<file path="src/rtl/pc_redirect_unit_pkg.sv">
// Shared definitions for the fetch-PC redirect logic.
//   state_e : redirect controller states (run / holding a redirect / flushing)
//   src_e   : redirect source class; numeric order is the arbitration priority
//   INSTR_BYTES : fetch stride in bytes
package pc_redirect_unit_pkg;

   typedef enum logic [1:0] {
      ST_RUN   = 2'd0,
      ST_HOLD  = 2'd1,
      ST_FLUSH = 2'd2
   } state_e;

   // Higher encoding wins: branch (EX, older) > jr > jump (both ID).
   typedef enum logic [1:0] {
      SRC_NONE   = 2'd0,
      SRC_JUMP   = 2'd1,
      SRC_JR     = 2'd2,
      SRC_BRANCH = 2'd3
   } src_e;

   localparam int unsigned INSTR_BYTES = 4;

endpackage

</file>
<file path="src/rtl/pc_target_mux.sv">
// Combinational redirect target formation and priority select.
//   jump_*   : J/JAL index and PC+4 of the jump (upper nibble used)
//   jr_*     : JR register value (forced word aligned)
//   branch_* : taken-branch target from EX
//   target / src / valid : winning redirect
//   jr_misaligned : winning JR target had nonzero low bits
module pc_target_mux
   import pc_redirect_unit_pkg::*;
(
   input  logic        jump_valid,
   input  logic [25:0] jump_index,
   input  logic [31:0] jump_pc,
   input  logic        jr_valid,
   input  logic [31:0] jr_target,
   input  logic        branch_valid,
   input  logic [31:0] branch_target,
   output logic [31:0] target,
   output src_e        src,
   output logic        valid,
   output logic        jr_misaligned
);

   // Only the region nibble of the jump's PC+4 participates.
   logic unused_jump_pc_low;
   assign unused_jump_pc_low = ^jump_pc[27:0];

   always_comb begin
      target = '0;
      src    = SRC_NONE;
      if (branch_valid) begin
         target = branch_target;
         src    = SRC_BRANCH;
      end else if (jr_valid) begin
         target = {jr_target[31:2], 2'b00};
         src    = SRC_JR;
      end else if (jump_valid) begin
         target = {jump_pc[31:28], jump_index, 2'b00};
         src    = SRC_JUMP;
      end
   end

   assign valid         = (src != SRC_NONE);
   assign jr_misaligned = jr_valid && !branch_valid && (jr_target[1:0] != 2'b00);

endmodule

</file>
<file path="src/rtl/pc_redirect_unit.sv">
// Fetch PC owner: arbitrates jump / jr / branch redirects, buffers one
// redirect across stalls and flags wrong-path IF/ID contents.
//   Clk, Rst (async active-low), Stall
//   JumpValid/JumpIndex/JumpPC, JrValid/JrTarget, BranchValid/BranchTarget
//   PC, PCPlus4 (comb), Flush, PendingRedirect, Misaligned (sticky)
module pc_redirect_unit
   import pc_redirect_unit_pkg::*;
#(
   parameter logic [31:0] RESET_PC     = 32'h0000_0000,
   parameter int unsigned FLUSH_CYCLES = 1
)(
   input  logic        Clk,
   input  logic        Rst,
   input  logic        Stall,
   input  logic        JumpValid,
   input  logic [25:0] JumpIndex,
   input  logic [31:0] JumpPC,
   input  logic        JrValid,
   input  logic [31:0] JrTarget,
   input  logic        BranchValid,
   input  logic [31:0] BranchTarget,
   output logic [31:0] PC,
   output logic [31:0] PCPlus4,
   output logic        Flush,
   output logic        PendingRedirect,
   output logic        Misaligned
);

   localparam logic [1:0] FLUSH_LOAD = 2'(FLUSH_CYCLES);

   state_e      state_q, state_d;
   logic [31:0] pc_q, pc_d;
   logic [31:0] buf_target_q, buf_target_d;
   src_e        buf_src_q, buf_src_d;
   logic [1:0]  cnt_q, cnt_d;
   logic        flush_q, flush_d;
   logic        misaligned_q, misaligned_d;

   logic [31:0] redir_target;
   src_e        redir_src;
   logic        redir_valid;
   logic        redir_jr_mis;

   pc_target_mux u_mux (
      .jump_valid    (JumpValid),
      .jump_index    (JumpIndex),
      .jump_pc       (JumpPC),
      .jr_valid      (JrValid),
      .jr_target     (JrTarget),
      .branch_valid  (BranchValid),
      .branch_target (BranchTarget),
      .target        (redir_target),
      .src           (redir_src),
      .valid         (redir_valid),
      .jr_misaligned (redir_jr_mis)
   );

   assign PCPlus4 = pc_q + 32'(INSTR_BYTES);

   always_comb begin
      state_d      = state_q;
      pc_d         = pc_q;
      buf_target_d = buf_target_q;
      buf_src_d    = buf_src_q;
      cnt_d        = cnt_q;
      misaligned_d = misaligned_q | redir_jr_mis;

      if (Stall) begin
         // Buffer a redirect unless it loses to the one already held.
         // The flush count is frozen, so Flush stays up across the stall.
         if (redir_valid && (state_q != ST_HOLD || redir_src >= buf_src_q)) begin
            buf_target_d = redir_target;
            buf_src_d    = redir_src;
            state_d      = ST_HOLD;
         end
      end else if (state_q == ST_HOLD) begin
         // Only an EX branch is older than the buffered redirect.
         pc_d         = (redir_src == SRC_BRANCH) ? redir_target : buf_target_q;
         buf_target_d = '0;
         buf_src_d    = SRC_NONE;
         cnt_d        = FLUSH_LOAD;
         state_d      = ST_FLUSH;
      end else if (redir_valid) begin
         pc_d    = redir_target;
         cnt_d   = FLUSH_LOAD;
         state_d = ST_FLUSH;
      end else begin
         pc_d = PCPlus4;
         if (state_q == ST_FLUSH) begin
            cnt_d = cnt_q - 2'd1;
            if (cnt_q == 2'd1) begin
               state_d = ST_RUN;
            end
         end
      end

      flush_d = (cnt_d != '0);
   end

   always_ff @(posedge Clk or negedge Rst) begin
      if (!Rst) begin
         state_q      <= ST_RUN;
         pc_q         <= RESET_PC;
         buf_target_q <= '0;
         buf_src_q    <= SRC_NONE;
         cnt_q        <= '0;
         flush_q      <= 1'b0;
         misaligned_q <= 1'b0;
      end else begin
         state_q      <= state_d;
         pc_q         <= pc_d;
         buf_target_q <= buf_target_d;
         buf_src_q    <= buf_src_d;
         cnt_q        <= cnt_d;
         flush_q      <= flush_d;
         misaligned_q <= misaligned_d;
      end
   end

   assign PC              = pc_q;
   assign Flush           = flush_q;
   assign PendingRedirect = (state_q == ST_HOLD);
   assign Misaligned      = misaligned_q;

endmodule

</file>
<file path="config.mk">
export PLATFORM = sky130hd
export DESIGN_NAME = pc_redirect_unit
export DESIGN_NICKNAME = d
export VERILOG_FILES = /design/src/rtl/pc_redirect_unit_pkg.sv /design/src/rtl/pc_target_mux.sv /design/src/rtl/pc_redirect_unit.sv
export SDC_FILE = /design/constraint.sdc
export NUM_CORES = 1
export LEC_CHECK = 0
export CAP_MARGIN = 0
export CORE_UTILIZATION = 48
export DETAILED_ROUTE_END_ITERATION = 7
export PLACE_DENSITY = 0.92
export RECOVER_POWER = 100
export SETUP_SLACK_MARGIN = 0.05
export SLEW_MARGIN = 20
export SYNTH_ARGS = -nofsm -noshare
export SYNTH_HDL_FRONTEND = slang
export SYNTH_HIERARCHICAL = 1
export SYNTH_SLANG_ARGS = --single-unit
</file>
<file path="constraint.sdc">
create_clock -name Clk -period 3.02 [get_ports Clk]
set_clock_uncertainty 0.1 [all_clocks]
set_input_delay 0.453 -clock Clk [delete_from_list [all_inputs] [get_ports Clk]]
set_output_delay 0.453 -clock Clk [all_outputs]
set_load 0.03 [all_outputs]
</file>
==> flow_metrics.tcl, run 1 <==
set metrics [dict create \
    grt_use_met1 0.388 \
    grt_pass1_vias 5096 \
    dieWidth_um 104 \
    status "complete, but fails checks" \
    finalSetupViolCount 0 \
    start_kind "flop" \
    antenna_found_initial 0 \
    initial_core_util 0.505 \
    power_density_mw_per_mm2 493 \
    postSynthCellCount 608 \
    tightest_slew_ns 1.84 \
    synth_nets 740 \
    max_freq_mhz 342 \
    p_leak_nw 3.07 \
    grt_pass1_wl_um 26000 \
    via_per_inst 5.99 \
    num_rows 36 \
    yosys_warnings 6 \
    end_kind "output port" \
    post-route-util 0.703 \
    synth-seq-area-share 0.359 \
    grt_busiest_layer "met2" \
    violations "max-capacitance violations, max-slew violations" \
    cts_max_level 3 \
    coreArea_sq_mm 0.00995 \
    drtPass1Iterations 5 \
    timing.critical_path.from "PC[12]" \
    cp_data_arrival_time_ns 2.37 \
    whs_path_depth 1 \
    grt_max_degree 51 \
    finalCritPeriodShare 0.968 \
    route.vias.total 5458 \
    die_area_sq_mm 0.0109 \
    dp_hpwl_um 12000 \
    drc 0 \
    avgSynthCellArea_sq_um 8.26 \
    gp_congestion 0.972 \
    holdPathEnd "Misaligned" \
    synth_edf_count 0 \
    final_area_sq_mm 0.00700 \
    diodes 0 \
    ys.flop_type "dfrtp_1" \
    routed_wl_um 16400 \
    hold_viol_final 0 \
    nNetsFinal 906 \
    clockRootBuffer "clkbuf_8" \
    reg2reg_slack_ns 0.67 \
    cts_max_path_buffers 2 \
    worstReg2RegEnd "PC[24]" \
    setup_tns_ns 0 \
    place_area_sq_mm 0.00681 \
    layout_min_cycle_time_ns 2.92 \
    synth-seq-cells 72 \
    use_met3 0.0639 \
    ant_nets 0 \
    die_h_um 104 \
    slew_viol_final 36 \
    io_pins 195 \
    gr-usage-met2 0.484 \
    drive_gt1_frac 0.0964 \
    reg2reg_depth 6 \
    clkSlewWorstSetupHoldPaths_ns 0.07 \
    cp_max_fo 8 \
    wl_per_cell_um 18.1 \
    critPathKind "reg2out" \
    rsz0062_at_grt "true" \
    area_growth_pct 39.3 \
    drt_iter0_drc 552 \
    cp.required_ns 2.47 \
    overflow 0 \
    grt_usage 0.299 \
    hp-start "Misaligned" \
    netlist_area_sq_mm 0.00502 \
    clkLatencyLatePin_ns 0.36 \
    reg2reg_from "state_q[1]" \
    worst_hold_slack_ns 0.369 \
    cts_num_sinks 72 \
    maxCapViolCount 1 \
    maxSlewHeadroom -0.228 \
    vdd_drop_max_uv 231 \
    async_reset_ff_frac 1.00 \
    synth_cell_types 54 \
    hp-class "reg2reg" \
    cts_made_buffers 9 \
    io_buffers 166 \
    cts_tree "built" \
]
## kinds of logic (layout without fill, tap and decap cells)
group / count (synthesis) / count (layout) / synth area share
AOI/OAI and AO/OA: 182 / 182 / 0.222
xor gates and xnor gates: 28 / 28 / 0.0488
adders and majority gates: 4 / 4 / 0.00996
buffers and inverters: 57 / 227 / 0.0625
DFF: 72 / 72 / 0.359
muxes: 13 / 13 / 0.0262
and+or+nand+nor: 252 / 252 / 0.272
## per-layer routing
layer / wire length [um] / part of all wire / up-vias
met2: 7760 / 0.47 / 330
met5: 0 / 0 / -
li1: - / - / 2492
met1: 6620 / 0.40 / 2593
met4: 459 / 0.028 / 0
met3: 1600 / 0.097 / 43
## placed cells by master, fill, tap and decap left out, types with 3 or more instances in the layout
cell type	instances
and4_1	4
clkbuf_2	6
o22ai_1	4
a221o_1	12
dlygate4sd2_1	13
nor2_1	25
nand2_1	103
a21o_1	13
clkbuf_1	5
inv_2	3
nor3_1	5
nand3_1	10
clkbuf_8	12
inv_1	10
mux2i_1	12
nand4_1	4
a22oi_1	6
buf_4	29
xnor2_1	16
o221ai_1	4
nor2b_1	31
o21ai_1	3
a222oi_1	3
o21ai_0	46
nand3b_1	30
dlygate4sd3_1	46
ha_1	3
dfrtp_2	6
nand2b_1	5
and3_1	17
a31oi_1	5
xor2_1	12
dfrtp_1	66
clkdlybuf4s50_1	95
a22o_1	3
and2_1	3
a21oi_1	72
## stage by stage
step           total power (W)  worst slack [ns]  std cells
2_1_floorplan          0.00206             0.130        608
3_3_place_gp           0.00265             0.198        891
3_5_place_dp           0.00270             0.115        891
4_1_cts                0.00348            0.0621        908
5_1_grt                0.00360            0.0157        911
6_report               0.00345            0.0965        911
## Yosys cell counts, drive strengths merged (12+ instances only)
| cell type | instances | share of area |
|---|---|---|
| xnor2 | 16 | 0.028 |
| o21ai | 49 | 0.049 |
| a21o | 13 | 0.019 |
| buf | 23 | 0.037 |
| clkbuf | 21 | 0.016 |
| mux2i | 12 | 0.024 |
| nand2 | 103 | 0.077 |
| nand3 | 12 | 0.014 |
| a21oi | 73 | 0.073 |
| dfrtp | 72 | 0.36 |
| inv | 13 | 0.0097 |
| nand3b | 30 | 0.045 |
| nor2 | 25 | 0.019 |
| and3 | 18 | 0.023 |
| xor2 | 12 | 0.021 |
| nor2b | 31 | 0.039 |
| a221o | 12 | 0.024 |
## state kept, by name, indices dropped and copies added, names as in the netlist
name / cells
cnt_q: 2
buf_src_q: 2
Misaligned: 1
buf_target_q: 32
PC: 32
Flush: 1
state_q: 2
## critical path: stages (launching register included)
cell and delay (ns):
dfrtp_2 0.42, nand4_1 0.20, buf_4 0.22, nor4_4 0.28
buf_6 0.19, and3_4 0.21, nand3_2 0.09, xnor2_1 0.17
clkbuf_2 0.23
## repair_timing
action                                  4_1_cts  5_1_grt
resized for setup                            14        9
pin swaps                                     2        3
hold buffers                                  0        0
endpoints found under the setup margin       18       10
buffers inserted                              2        3
## layout make-up
| type | instances | area [sq um] |
|---|---|---|
| clock inverters | 2 | 37.5 |
| inverters | 13 | 48.8 |
| clock buffers | 13 | 169 |
| multi-input cells | 479 | 2910 |
| well taps | 133 | 166 |
| flip-flops and latches | 72 | 1810 |
| fillers | 717 | 2960 |
| repair buffers | 199 | 1860 |
## power breakdown
| part | switching, W | internal, W | total, W |
|---|---|---|---|
| sequential | 0.000149 | 0.00111 | 0.00126 |
| combinational | 0.000814 | 0.000565 | 0.00138 |
| clock | 0.000364 | 0.000445 | 0.000810 |
## worst max-delay path by stage
stage | endpoint | slack, ns | cells past startpoint
detailed placement | PCPlus4[23] | 0.11 | 6
floorplan | PCPlus4[26] | 0.13 | 6
finish | PCPlus4[26] | 0.1 | 8
CTS | PCPlus4[31] | 0.06 | 6
global route | PCPlus4[31] | 0.02 | 6
global placement | PCPlus4[23] | 0.20 | 6
No activity file was read; power rests on OpenSTA's default activity.
==> run 2: changes to the inputs <==
PLACE_DENSITY = unset   (was 0.92)
PLACE_DENSITY_LB_ADDON = 0.25   (was unset)
==> run 2 against run 1 <==
Effect of this change:
- the flow still finishes with violations (max-capacitance violations, max-slew violations)
- clock power shrank 4.2%
- cell count decreased by 0.11%
- hold slack better by 0.0084 ns
- largest power group unchanged
- register-to-register slack improved by 0.06 ns
==> flow_metrics.tcl, run 2 (same netlist as run 1, synthesis figures left out) <==
set metrics [dict create \
    gp_congestion 0.909 \
    setup_tns_ns 0 \
    cts_max_path_buffers 2 \
    maxCapViolCount 1 \
    cts_max_level 3 \
    crit_chain "nand3_1 -> buf_4 -> nor2_1 -> xor2_1 -> dlygate4sd3_1" \
    grt_pass1_wl_um 25100 \
    vdd_drop_max_uv 237 \
    routed_wl_um 15700 \
    cp_max_fo 6 \
    layout_min_cycle_time_ns 2.94 \
    drtPass1Iterations 5 \
    violations "max-capacitance violations, max-slew violations" \
    status "complete, but fails checks" \
    slew_viol_final 34 \
    coreArea_sq_mm 0.00995 \
    clockRootBuffer "clkbuf_8" \
    cts_hold_buf 0 \
    whs_path_depth 1 \
    clkSlewWorstSetupHoldPaths_ns 0.08 \
    drt_iter0_drc 431 \
    drive_gt1_frac 0.0862 \
    cpMaxStageDelayCell "dlygate4sd3_1" \
    diodes 0 \
    area_growth_pct 38.8 \
    start_kind "flop" \
    cp.required_ns 2.47 \
    cts_num_sinks 72 \
    final_common_cell "nand2_1" \
    critPathKind "reg2out" \
    hold_viol_final 0 \
    cp_data_arrival_time_ns 2.38 \
    overflow 0 \
    reg2reg_depth 7 \
    p_leak_nw 3.07 \
    fin_ws_ns 0.0824 \
    rsz0062_at_grt "false" \
    antenna_found_initial 0 \
    layout_common_cells "nand2_1 (103), clkdlybuf4s50_1 (94), a21oi_1 (73)" \
    grt_usage 0.291 \
    total_power_w 0.00339 \
    route.vias.total 5291 \
    hp-class "reg2reg" \
    initial_core_util 0.505 \
    dieWidth_um 104 \
    placed_cells 891 \
    maxSlewHeadroom -0.274 \
    clkLatencyLatePin_ns 0.37 \
    max_stage_delay_ns 0.78 \
    cts_tree "built" \
    via_per_inst 5.81 \
    tightest_slew_ns 1.91 \
    io_pins 195 \
    die_area_sq_mm 0.0109 \
    finalCritPeriodShare 0.973 \
    ant_nets 0 \
    dp_slack_ns 0.187 \
    wl_per_cell_um 17.3 \
    die_h_um 104 \
    power_density_mw_per_mm2 487 \
    post-route-util 0.701 \
    nNetsFinal 904 \
    num_rows 36 \
    grt_max_degree 64 \
    io_buffers 166 \
    max_freq_mhz 340 \
    end_kind "output port" \
    dp_hpwl_um 11800 \
    grt_pass1_vias 4988 \
    drc 0 \
    finalSetupViolCount 0 \
    cts_made_buffers 9 \
    final_cells 910 \
]
-- run 2: per-stage QoR --
step	cell area, sq um	hold WS (ns)
after global placement	6810	0.358
after CTS	7010	0.0734
after global routing	6970	0.402
after detailed placement	6810	0.351
after floorplan	5020	0.0574
final	6970	0.377
-- run 2: layer usage --
layer  up-vias  part of all wire  global-route usage
met1      2514              0.44               0.399
met4         0             0.018               0.100
li1       2483                 -                   -
met5         -                 0                   0
met2       272              0.46               0.446
met3        22             0.091              0.0702
-- run 2: area by class of cell --
class                           instances  area, sq um
Clock inverter                          7         71.3
Fill cell                             838         2980
Inverter                               13         48.8
Multi-Input combinational cell        479         2920
Sequential cell                        72         1800
Tap cell                              133          166
Clock buffer                            9          124
Timing Repair Buffer                  197         1840
-- run 2: final timing paths --
kind / start / endpoint / slack [ns]
hold / removal: Misaligned / Misaligned / 0.38
setup / recovery: PC[3] / PCPlus4[9] / 0.08
setup reg to reg: PC[3] / PC[31] / 0.73
max in group asynchronous: Rst / buf_target_q[26] / 1.21
min in group asynchronous: Rst / buf_target_q[4] / 0.51
hold reg to reg: Misaligned / Misaligned / 0.38
-- run 2: critical path, delay by kind of cell, from the launching register on --
family | cells | cell delay, ns
buf+inv | 2 | 0.99
flops | 1 | 0.45
simple gates | 2 | 0.32
xor+xnor | 1 | 0.25
-- run 2: power breakdown --
part	switching, W	total (W)	internal (W)
Combinational	0.000793	0.00135	0.000560
Sequential	0.000153	0.00127	0.00111
Clock	0.000395	0.000776	0.000381
-- run 2: what timing repair did --
action	CTS	global route
setup endpoints to repair	18	8
pin swaps	2	2
resized for setup	14	6
cloned	0	0
setup buffers	2	1
==> run 3: changes to the inputs <==
CORE_ASPECT_RATIO = 2   (was unset)
CTS_CLUSTER_SIZE = 25   (was unset)
SYNTH_HIERARCHICAL = unset   (was 1)
==> run 3 against run 2 <==
Effect of this change:
- the flow still finishes with violations (max-capacitance violations, max-slew violations)
- cell count decreased by 2.2%
- cell area increased by 2.0%
- maximum frequency is 0.49% higher
- critical endpoint is now PCPlus4[10]
- highest routed layer unchanged
==> flow_metrics.tcl, run 3 <==
set metrics [dict create \
    status "complete, but fails checks" \
    violations "max-capacitance violations, max-slew violations" \
    clkLatencyLatePin_ns 0.34 \
    coreArea_sq_mm 0.0101 \
    grt_usage 0.333 \
    gp_congestion 0.949 \
    dieWidth_um 74.1 \
    finalSetupViolCount 0 \
    cts_hold_buf 0 \
    clkSlewWorstSetupHoldPaths_ns 0.06 \
    tightest_slew_ns 1.85 \
    avgSynthCellArea_sq_um 8.53 \
    critPathBufInv 1 \
    layout_common_cells "clkdlybuf4s50_1 (97), dfrtp_1 (71), o21ai_0 (61)" \
    cts_max_path_buffers 2 \
    wl_met1_um 6030 \
    cp_top_family "buffers and inverters" \
    cpMaxStageDelayCell "clkdlybuf4s50_1" \
    postSynthCellCount 585 \
    grt_pass1_vias 5429 \
    routed_wl_um 17100 \
    cts_made_buffers 9 \
    area_growth_pct 42.5 \
    cp_data_arrival_time_ns 2.37 \
    layout_min_cycle_time_ns 2.92 \
    nNetsFinal 881 \
    start_kind "flop" \
    num-fill-cells 791 \
    cp_max_fo 5 \
    cts_num_sinks 72 \
    crit_chain "ha_1 -> nand3_2 -> nor3_4 -> xor2_1 -> clkdlybuf4s50_1" \
    cts_max_level 3 \
    grt_pass1_wl_um 27300 \
    cts_tree "built" \
    grt_max_degree 73 \
    yosys_warnings 0 \
    max_stage_delay_ns 0.68 \
    hold_viol_final 0 \
    synthSimpleGateAreaFrac 0.221 \
    io_buffers 166 \
    synth_top_family_by_area "compound AO/OA/AOI/OAI gates" \
    critPathKind "reg2out" \
    drc 0 \
    synth_most_common_cell "dfrtp_1" \
    ant_nets 0 \
    synth_nets 717 \
    top_layer_used "met4" \
    io_pins 195 \
    ys.flop_type "dfrtp_1" \
    die_area_sq_mm 0.0108 \
    synth_edf_count 0 \
    met2_length_um 8900 \
    rsz0062_at_grt "false" \
    synthMuxAreaShare 0.0326 \
    synthTopCellsByCount "dfrtp_1 (72), o21ai_0 (61), nand3_1 (57)" \
    drive_gt1_frac 0.109 \
    hp-class "reg2reg" \
    synth_cell_types 61 \
    drtPass1Iterations 5 \
    dr_wl_met3_um 1130 \
    maxCapViolCount 1 \
    antenna_found_initial 1 \
    initial_core_util 0.495 \
    async_reset_ff_frac 1.00 \
    maxSlewHeadroom -0.231 \
    netlist_area_sq_mm 0.00499 \
    finalCritPeriodShare 0.968 \
    synthAdderAreaFrac 0.0100 \
    via_per_inst 6.21 \
    p_leak_nw 2.92 \
    cp.required_ns 2.47 \
    max_freq_mhz 342 \
    synth_area_leader_cell "dfrtp_1" \
    setup_tns_ns 0 \
    synth_xor_area_frac 0.0491 \
    post-route-util 0.705 \
    dp_hpwl_um 12900 \
    final_common_cell "clkdlybuf4s50_1" \
    power_density_mw_per_mm2 524 \
    wl_per_cell_um 19.2 \
    synth-seq-cells 72 \
    slew_viol_final 73 \
    overflow 0 \
    end_kind "output port" \
    reg2reg_slack_ns 0.65 \
    synth.area.top_cells "dfrtp_1 (36%), o21ai_0 (6.1%), nand3_1 (5.7%)" \
    die_h_um 146 \
    synth_top_cell_area_share 0.361 \
    drt_iter0_drc 414 \
    clockRootBuffer "clkbuf_16" \
    synth_compound_area_frac 0.265 \
    num_rows 52 \
    route.vias.total 5525 \
    synth-seq-area-share 0.361 \
    vdd_drop_max_uv 320 \
]
[run 3: through the flow]
stage / hold WS [ns] / cell area, sq um / instances / setup slack [ns] / power, W
2_1_floorplan: 0.0574 / 4990 / 585 / 0.213 / 0.00200
3_3_place_gp: 0.351 / 6840 / 873 / 0.228 / 0.00260
3_5_place_dp: 0.354 / 6840 / 873 / 0.201 / 0.00264
4_1_cts: 0.188 / 7160 / 889 / 0.0657 / 0.00379
5_1_grt: 0.408 / 7110 / 889 / 0.0274 / 0.00388
6_report: 0.358 / 7110 / 890 / 0.0967 / 0.00373
[run 3: path summary, 6_finish.rpt]
kind,from,end,depth (start not counted)
worst max-delay path,PC[3],PCPlus4[10],5
worst min-delay path,Misaligned,Misaligned,1
worst max register to register,state_q[0],PC[15],8
worst min register to register,Misaligned,Misaligned,1
max in group asynchronous,Rst,PC[2],1
min in group asynchronous,Rst,PC[26],1
[run 3: cell families (layout without fill, tap and decap cells)]
| logic type | Yosys count | after routing |
|---|---|---|
| AOI/OAI and AO/OA | 191 | 191 |
| other | 0 | 1 |
| and+or+nand+nor | 211 | 211 |
| DFF | 72 | 72 |
| adders and majority gates | 4 | 4 |
| buffers and inverters | 63 | 232 |
| muxes | 16 | 16 |
| xor gates and xnor gates | 28 | 28 |
[run 3: layout make-up]
class / count / area (sq um) / area share
Antenna cell: 1 / 2.50 / 0.000352
Multi-Input combinational cell: 450 / 2890 / 0.407
Clock inverter: 6 / 82.6 / 0.0116
Inverter: 10 / 37.5 / 0.00528
Timing Repair Buffer: 206 / 1890 / 0.265
Sequential cell: 72 / 1800 / 0.253
Clock buffer: 10 / 239 / 0.0336
Tap cell: 135 / 169 / 0.0237
[run 3: layer usage]
metal,global-route usage,vias to the layer above
li1,-,2530
met1,0.382,2628
met2,0.550,296
met3,0.0552,71
met4,0.216,0
met5,0,-
[run 3: what timing repair did]
action | 4_1_cts | 5_1_grt
setup endpoints to repair | 16 | 7
resized for setup | 10 | 6
setup buffers | 0 | 0
endpoints found under the hold margin | 0 | 0
[run 3: power breakdown]
group / switching, W / internal, W / leakage (nW)
registers: 0.000141 / 0.00111 / 0.870
clock network: 0.000412 / 0.000741 / 0.158
logic: 0.000768 / 0.000561 / 1.89
